`src/rtl/otter_io_hub.sv`:
```
// OTTER MCU I/O hub: CPU clock-enable, reset sequencing, output registers,
// synchronised switches, debounced buttons and a sticky edge interrupt.
module otter_io_hub #(
  parameter logic [31:0] IN_BASE   = 32'h11008000,
  parameter logic [31:0] OUT_BASE  = 32'h1100C000,
  parameter int          N_OUT     = 4,
  parameter int          N_SW      = 16,
  parameter int          N_BTN     = 5,
  parameter int          CE_DIV    = 17,
  parameter int          DB_CYCLES = 4,
  parameter int          RST_HOLD  = 2
) (
  input  logic                  clk,
  input  logic                  s_reset,
  input  logic [N_SW-1:0]       switches,
  input  logic [N_BTN-1:0]      buttons,
  input  logic [31:0]           iobus_addr,
  input  logic [31:0]           iobus_out,
  input  logic                  iobus_wr,
  output logic [31:0]           iobus_in,
  output logic                  cpu_ce,
  output logic                  cpu_reset,
  output logic                  intr,
  output logic [N_OUT*32-1:0]   out_regs
);

  localparam int DB_W   = (DB_CYCLES > 1) ? $clog2(DB_CYCLES) : 1;
  localparam int HOLD_W = $clog2(RST_HOLD + 1);
  localparam logic [DB_W-1:0]   DB_LAST   = DB_W'(DB_CYCLES - 1);
  localparam logic [HOLD_W-1:0] HOLD_LAST = HOLD_W'(RST_HOLD - 1);

  logic w_ce;
  logic w_we;

  // CPU clock enable: one pulse per 2^CE_DIV clk, or always on when CE_DIV=0.
  generate
    if (CE_DIV == 0) begin : g_ce_always
      assign w_ce = 1'b1;
    end else begin : g_ce_cnt
      logic [CE_DIV-1:0] r_ce_cnt;
      always_ff @(posedge clk) begin
        if (s_reset) r_ce_cnt <= '0;
        else         r_ce_cnt <= r_ce_cnt + CE_DIV'(1);
      end
      assign w_ce = &r_ce_cnt;
    end
  endgenerate

  assign cpu_ce = w_ce;

  typedef enum logic [1:0] {ST_INIT, ST_HOLD, ST_RUN} seq_t;

  seq_t              r_state;
  logic [HOLD_W-1:0] r_hold_cnt;
  logic              r_cpu_reset;

  always_ff @(posedge clk) begin
    if (s_reset) begin
      r_state     <= ST_INIT;
      r_hold_cnt  <= '0;
      r_cpu_reset <= 1'b1;
    end else begin
      case (r_state)
        ST_INIT: begin
          r_state     <= ST_HOLD;
          r_hold_cnt  <= '0;
          r_cpu_reset <= 1'b1;
        end
        ST_HOLD: begin
          if (w_ce) begin
            if (r_hold_cnt == HOLD_LAST) begin
              r_state     <= ST_RUN;
              r_cpu_reset <= 1'b0;
            end else begin
              r_hold_cnt <= r_hold_cnt + HOLD_W'(1);
            end
          end
        end
        ST_RUN: r_cpu_reset <= 1'b0;
        default: begin
          r_state     <= ST_INIT;
          r_cpu_reset <= 1'b1;
        end
      endcase
    end
  end

  assign cpu_reset = r_cpu_reset;

  // Writes land only on the cycle the CPU actually advances.
  assign w_we = iobus_wr & w_ce & ~r_cpu_reset;

  logic [31:0] r_out [N_OUT];

  always_ff @(posedge clk) begin
    if (s_reset) begin
      for (int i = 0; i < N_OUT; i++) r_out[i] <= '0;
    end else if (w_we) begin
      for (int i = 0; i < N_OUT; i++) begin
        if (iobus_addr == OUT_BASE + 32'(4 * i)) r_out[i] <= iobus_out;
      end
    end
  end

  for (genvar gi = 0; gi < N_OUT; gi++) begin : g_out
    assign out_regs[32*gi +: 32] = r_out[gi];
  end

  logic [N_SW-1:0]  r_sw_s1, r_sw_s2;
  logic [N_BTN-1:0] r_btn_s1, r_btn_s2;

  always_ff @(posedge clk) begin
    if (s_reset) begin
      r_sw_s1  <= '0;
      r_sw_s2  <= '0;
      r_btn_s1 <= '0;
      r_btn_s2 <= '0;
    end else begin
      r_sw_s1  <= switches;
      r_sw_s2  <= r_sw_s1;
      r_btn_s1 <= buttons;
      r_btn_s2 <= r_btn_s1;
    end
  end

  logic [DB_W-1:0]  r_db_cnt [N_BTN];
  logic [N_BTN-1:0] r_btn_db;
  logic [N_BTN-1:0] w_btn_db_nxt;
  logic [N_BTN-1:0] w_rise;
  logic [N_BTN-1:0] w_clr;
  logic [N_BTN-1:0] r_pending;

  always_comb begin
    w_btn_db_nxt = r_btn_db;
    for (int b = 0; b < N_BTN; b++) begin
      if (r_btn_s2[b] != r_btn_db[b] && r_db_cnt[b] == DB_LAST)
        w_btn_db_nxt[b] = r_btn_s2[b];
    end
  end

  always_ff @(posedge clk) begin
    if (s_reset) begin
      for (int b = 0; b < N_BTN; b++) r_db_cnt[b] <= '0;
      r_btn_db <= '0;
    end else begin
      for (int b = 0; b < N_BTN; b++) begin
        if (r_btn_s2[b] == r_btn_db[b] || r_db_cnt[b] == DB_LAST)
          r_db_cnt[b] <= '0;
        else
          r_db_cnt[b] <= r_db_cnt[b] + DB_W'(1);
      end
      r_btn_db <= w_btn_db_nxt;
    end
  end

  // A new rising edge wins over a simultaneous write-1-to-clear.
  assign w_rise = w_btn_db_nxt & ~r_btn_db;
  assign w_clr  = (w_we && iobus_addr == IN_BASE + 32'd8) ? iobus_out[N_BTN-1:0] : '0;

  always_ff @(posedge clk) begin
    if (s_reset) r_pending <= '0;
    else         r_pending <= (r_pending & ~w_clr) | w_rise;
  end

  assign intr = |r_pending;

  always_comb begin
    iobus_in = '0;
    if (iobus_addr == IN_BASE)              iobus_in = 32'(r_sw_s2);
    else if (iobus_addr == IN_BASE + 32'd4) iobus_in = 32'(r_btn_db);
    else if (iobus_addr == IN_BASE + 32'd8) iobus_in = 32'(r_pending);
    for (int i = 0; i < N_OUT; i++) begin
      if (iobus_addr == OUT_BASE + 32'(4 * i)) iobus_in = r_out[i];
    end
  end

endmodule
```
`config.mk`:
```
export PLATFORM = sky130hd
export DESIGN_NAME = otter_io_hub
export DESIGN_NICKNAME = d
export VERILOG_FILES = /design/src/rtl/otter_io_hub.sv
export SDC_FILE = /design/constraint.sdc
export NUM_CORES = 1
export LEC_CHECK = 0
export ABC_AREA = 1
export CAP_MARGIN = 10
export CORE_ASPECT_RATIO = 1.75
export CORE_MARGIN = 10
export CORE_UTILIZATION = 65
export DETAILED_ROUTE_END_ITERATION = 7
export DONT_BUFFER_PORTS = 1
export PLACE_DENSITY = 0.81
export RECOVER_POWER = 50
export SLEW_MARGIN = 40
export SYNTH_ARGS = -nofsm -noshare
export SYNTH_HDL_FRONTEND = slang
export SYNTH_SLANG_ARGS = --single-unit
export TNS_END_PERCENT = 20
```
`constraint.sdc`:
```
create_clock -name clk -period 16 [get_ports clk]
set_input_delay 4.8 -clock clk [delete_from_list [all_inputs] [get_ports clk]]
set_output_delay 4.8 -clock clk [all_outputs]
set_load 0.005 [all_outputs]
```
==> flow_summary.ini, run 1 <==
[outcome]
status = finished with violations
violations = capacitance limit, slew limit

[grt]
grt.overflow.total = 0
grt_max_degree = 68
antenna_found_initial = 0
grtUsageTotal = 0.240
grt_pass1_wl_um = 36700
grt_pass1_vias = 6919

[power]
power.leakage_nw = 4.13
p_per_area_nw_per_um2 = 112
peakVddDrop_mv = 0.0856

[critical_path]
path_class = primary input to primary output
cp-end-kind = primary output
required_ns = 11.20
crit_fanout = 41
cp-start-kind = primary input
crit_arrival_ns = 8.18

[yosys]
synth-edff-count = 138
synth_area_um2 = 9220
ys_seq_area_frac = 0.610
synth_warnings = 0
ys_top_cells_by_area = edfxtp_1, dfxtp_1, nor2_1, nand2_1, inv_1
ys.flop_type = edfxtp_1
ys_ff_latch = 212
synthMostInstantiatedCell = nor2_1
synth-async-reset-ratio = 0
yosysUniqueCellTypes = 40
syn_area_per_cell_um2 = 9.17
netlist_instances = 1006
ys_top_cells_by_count = nor2_1, nand2_1, edfxtp_1
synth_area_leader_cell = edfxtp_1
synth_top_cell_area_share = 0.449

[min_path]
holdCritPathClass = register to register

[sta]
fin_crit_sh = 0.811
setup_ws_ns = 3.02
relSlewSlack = -0.130
maxSlewViolCount = 74
min_period_ns = 12.98
worst_pin_slew_ns = 1.69
fin_tns_setup_ns = 0
max_freq_mhz = 77.0
worst_clock_skew_ns = 0.0188
finalSetupViolCount = 0
grt_setup_unrepaired = false
hold_viol_final = 0

[clocking]
cts_buffers = 19
ctsRootBufferMaster = clkbuf_16
post_cts_resized = 0
post_cts_buffers = 0
cts.sinks = 212
clock_path_buffers = 3
worst_skew_pair.late_latency_ns = 0.48
path_clk_slew_ns = 0.06
h-tree-depth = 1
cts_tree = done
holdBufCountCts = 0

[floorplan]
start_util = 0.663
row_count = 57
core_area_um2 = 13900
die_height_um = 178
die_w_um = 110
die_area_um2 = 19500
top_level_ports = 251

[routing]
met2_length_um = 13200
highest_layer = met4
wl_met3_um = 2460
wl_per_cell_um = 20.3
ant_nets = 0
post-route-drc-count = 0
postRouteWirelength_um = 24200
drt-initial-drc-count = 518
firstDrtPassIters = 5
vias = 6800
wl_met1_um = 7710
vias_per_cell = 5.70

[placement]
dp_worst_setup_slack_ns = 4.18
gp_congestion = 0.909
hpwl_um = 17800
place_inst = 1158
portBuffers = 0

[finish]
nets = 1103
drive_gt1_frac = 0.0522
fill_cells = 1063
n_antenna_cell = 0
final_cells = 1192
final_core_util = 0.712
syn_to_final_growth_pct = 7.41
layout.area.seq_um2 = 5630
multi_input_area_um2 = 2910

[flow_run]
drv_cap = 2
where the power goes:
group          leakage, nW  internal [W]  switching, W
Sequential            1.93      0.000613     0.0000256
Clock                0.270      0.000231      0.000183
Combinational         1.93     0.0000186     0.0000379
through the flow:
step           hold slack [ns]  total power (W)  cell area, um2
2_1_floorplan            0.388         0.000685            9260
3_3_place_gp             0.389         0.000703            9360
3_5_place_dp             0.395         0.000709            9420
4_1_cts                  0.404          0.00112            9980
5_1_grt                  0.408          0.00115            9910
6_report                 0.402          0.00111            9910
sequential cells by signal, indices dropped and copies added (netlist names):
register	cells
r_out	128
g_ce_cnt.r_ce_cnt	17
r_sw_s1	16
r_sw_s2	16
r_db_cnt	10
r_btn_db	5
r_btn_s1	5
r_btn_s2	5
r_pending	5
r_hold_cnt	2
r_state	2
cpu_reset	1
cells by family after synthesis:
| family | count (synthesis) | share of synthesized area |
|---|---|---|
| adder cells (fa/ha/maj) | 12 | 0.0163 |
| buffers and inverters | 180 | 0.0776 |
| XOR/XNOR | 4 | 0.00380 |
| other | 1 | 0.000407 |
| AND/OR/NAND/NOR | 524 | 0.236 |
| flip-flops | 212 | 0.610 |
| AO/OA/AOI/OAI | 73 | 0.0562 |
layout make-up:
| class | instances | share of cell area |
|---|---|---|
| Clock buffer | 29 | 0.0538 |
| Timing Repair Buffer | 9 | 0.00720 |
| Sequential cell | 212 | 0.568 |
| Multi-Input combinational cell | 623 | 0.294 |
| Clock inverter | 4 | 0.00265 |
| Inverter | 138 | 0.0524 |
| Tap cell | 177 | 0.0224 |
final timing paths:
check / end / start / slack (ns) / depth (start not counted)
max: iobus_in[14] / iobus_addr[25] / 3.02 / 11
max reg2reg: r_out[2][19] / g_ce_cnt.r_ce_cnt[0] / 11.26 / 17
min: r_sw_s2[5] / r_sw_s1[5] / 0.40 / 2
min reg2reg: r_sw_s2[5] / r_sw_s1[5] / 0.40 / 2
cells in the final DEF, fill, tap and decap left out, types with 3 or more instances in the layout:
master     netlist  routed
a21oi_1         19      19
a41oi_2          9       9
buf_4            1       4
clkbuf_1        14      11
clkbuf_16        0      19
clkinv_2         1       3
conb_1           1      10
dfxtp_1         74      74
edfxtp_1       138     138
ha_1            12      12
inv_1          134     134
nand2_1        192     191
nand3_1         51      51
nand4_1         18      19
nor2_1         239     240
nor3_1           7       7
o21ai_0         30      29
o22a_1           7       7
or2_0            4       4
xor2_1           3       3
per-layer routing:
metal	global-route usage	vias to the layer above
met5	0	-
met4	0.0953	0
met3	0.0556	59
met2	0.446	349
met1	0.246	3190
li1	-	3202
worst max-delay path, cell delays in order:
cell and delay (ns):
inv_1 0.03, nand2_1 0.04, nor2_1 0.14, nand2_1 0.08, nor2_1 0.60, nand4_1 0.27, inv_1 0.18, nand2_1 0.95
inv_2 0.79, nand2_1 0.12, nand3_1 0.15
No activity file was read; power rests on OpenSTA's default activity.
==> inputs of run 2 (changes only) <==
- CORE_UTILIZATION: 65 -> 63
- PLACE_DENSITY: 0.81 -> 0.79
- clock period: 16 -> 13.1 ns (I/O delays scaled with it)
==> flow_summary.ini, run 2 (same netlist as run 1, synthesis figures left out) <==
[clocking]
post_cts_resized = 0
cts_tree = done
worst_skew_pair.late_latency_ns = 0.48
post_cts_buffers = 0
cts_buffers = 19
holdBufCountCts = 0
h-tree-depth = 1
ctsRootBufferMaster = clkbuf_16
path_clk_slew_ns = 0.06
cts.sinks = 212
clock_path_buffers = 3

[critical_path]
crit_path_start = iobus_addr[25]
crit_fanout = 17
timing.rr.end = r_out[2][25]
cp_cell_sequence = inv_1 > nand2_1 > nor2_1 > nand2_1 > nor2_1 > nand4_1 > nor2_1 > clkbuf_1 > buf_16 > nand2_1 > nand2_1 > inv_1 > nand2_1 > nand2_1 > nand2_1
max_stage_delay_ns = 0.80
r2r_start = g_ce_cnt.r_ce_cnt[0]
required_ns = 9.17
reg2reg_slack_ns = 7.86
cp.depth = 15
crit_top_cell = nand2_1
crit_arrival_ns = 7.27
cp-end-kind = primary output
cp_num_buf_inv = 4
critPathCapture = iobus_in[3]
cp-start-kind = primary input
slowest_stage = clkbuf_1
reg2reg_depth = 17
path_class = primary input to primary output
path_delay_family = simple AND/OR/NAND/NOR gates

[sta]
min_period_ns = 11.20
fin_crit_sh = 0.855
max_freq_mhz = 89.3
grt_setup_unrepaired = false
relSlewSlack = 0.0143
worst_clock_skew_ns = 0.0103
maxSlewViolCount = 0
setup_ws_ns = 1.90
hold_ws_ns = 0.403
finalSetupViolCount = 0
worst_pin_slew_ns = 1.46
fin_tns_setup_ns = 0
hold_viol_final = 0

[routing]
drt-initial-drc-count = 503
vias = 6984
post-route-drc-count = 0
postRouteWirelength_um = 25200
ant_nets = 0
firstDrtPassIters = 7
vias_per_cell = 5.85
wl_per_cell_um = 21.1

[finish]
final_core_util = 0.693
layout_commonest_cell = nor2_1
regMostFlops = r_out
final_cell_mix = nor2_1, nand2_1, edfxtp_1
fill_cells = 1109
multi_input_area_um2 = 2930
layout.area.seq_um2 = 5630
reg_top3 = r_out: 128 flops, g_ce_cnt.r_ce_cnt: 17 flops
syn_to_final_growth_pct = 7.89
drive_gt1_frac = 0.0523
n_antenna_cell = 0
nets = 1102
largest_register_ffs = 128

[placement]
hpwl_um = 18200
gp_congestion = 0.887
dp_worst_setup_slack_ns = 2.99
portBuffers = 0

[power]
power.leakage_nw = 4.16
peakVddDrop_mv = 0.112
p_per_area_nw_per_um2 = 138
finalPower_w = 0.00137

[floorplan]
row_count = 58
top_level_ports = 251
die_area_um2 = 20100
start_util = 0.642
die_height_um = 180
core_area_um2 = 14400
die_w_um = 111

[outcome]
violations = capacitance limit
status = finished with violations

[grt]
grt_max_degree = 68
grt.overflow.total = 0
gr-usage-met2 = 0.432
grt_pass1_vias = 6895
met3_usage = 0.0633
grt.busiest_layer = met2
grt_pass1_wl_um = 38900
antenna_found_initial = 0
use_met1 = 0.256
grtUsageTotal = 0.241

[flow_run]
drv_cap = 1

[min_path]
holdCritPathClass = register to register
## run 2: changes by cell type in the layout (fill, tap and decap cells not counted), sizes merged
| cell | delta |
|---|---|
| buf | -1 |
| bufinv | +1 |
| clkbuf | -2 |
| clkinv | +1 |
| clkinvlp | -1 |
| inv | +1 |
## run 2: report_power, final
part / switching [W] / internal, W / leakage (nW)
Combinational: 0.0000455 / 0.0000223 / 1.95
Sequential: 0.0000314 / 0.000749 / 1.93
Clock: 0.000226 / 0.000298 / 0.284
## run 2: worst min path at each step
stage | cells after the start | slack, ns | to | startpoint
floorplan | 2 | 0.39 | r_btn_s2[0] | r_btn_s1[0]
detailed placement | 2 | 0.40 | r_sw_s2[10] | r_sw_s1[10]
CTS | 2 | 0.40 | r_sw_s2[10] | r_sw_s1[10]
global placement | 2 | 0.39 | r_sw_s2[5] | r_sw_s1[5]
finish | 2 | 0.40 | r_sw_s2[6] | r_sw_s1[6]
global route | 2 | 0.42 | r_btn_s2[3] | r_btn_s1[3]
## run 2: metal layers
metal / wire, um / vias to the layer above
li1: - / 3200
met1: 8230 / 3276
met2: 13300 / 425
met3: 2490 / 83
met4: 1150 / 0
met5: 0 / -
## run 2: worst reg2reg max path, delay by kind of cell, from the launching register on
family | cells | cell delay (ns)
adder cells (fa/ha/maj) | 2 | 0.46
AND/OR/NAND/NOR | 12 | 2.09
flip-flops | 1 | 0.35
AO/OA/AOI/OAI | 1 | 1.18
buffers and inverters | 2 | 0.79
## run 2: final cells by class
cell class,instances,share of cell area
clock buffer,27,0.0526
clock inverter,6,0.00553
inverter,138,0.0522
multi-input combinational,623,0.294
sequential,212,0.565
tap,180,0.0226
timing repair buffer,8,0.00767
## run 2: metrics by stage
| stage | cells | instance area [um2] |
|---|---|---|
| after floorplan | 1015 | 9260 |
| after global placement | 1157 | 9360 |
| after detailed placement | 1161 | 9440 |
| after CTS | 1194 | 10000 |
| after global routing | 1194 | 9950 |
| final | 1194 | 9950 |
==> inputs of run 3 (changes only) <==
- SKIP_CTS_REPAIR_TIMING: default -> 1
==> results of run 3 <==
Final layout, timing and power as in run 2 (identical DEF).
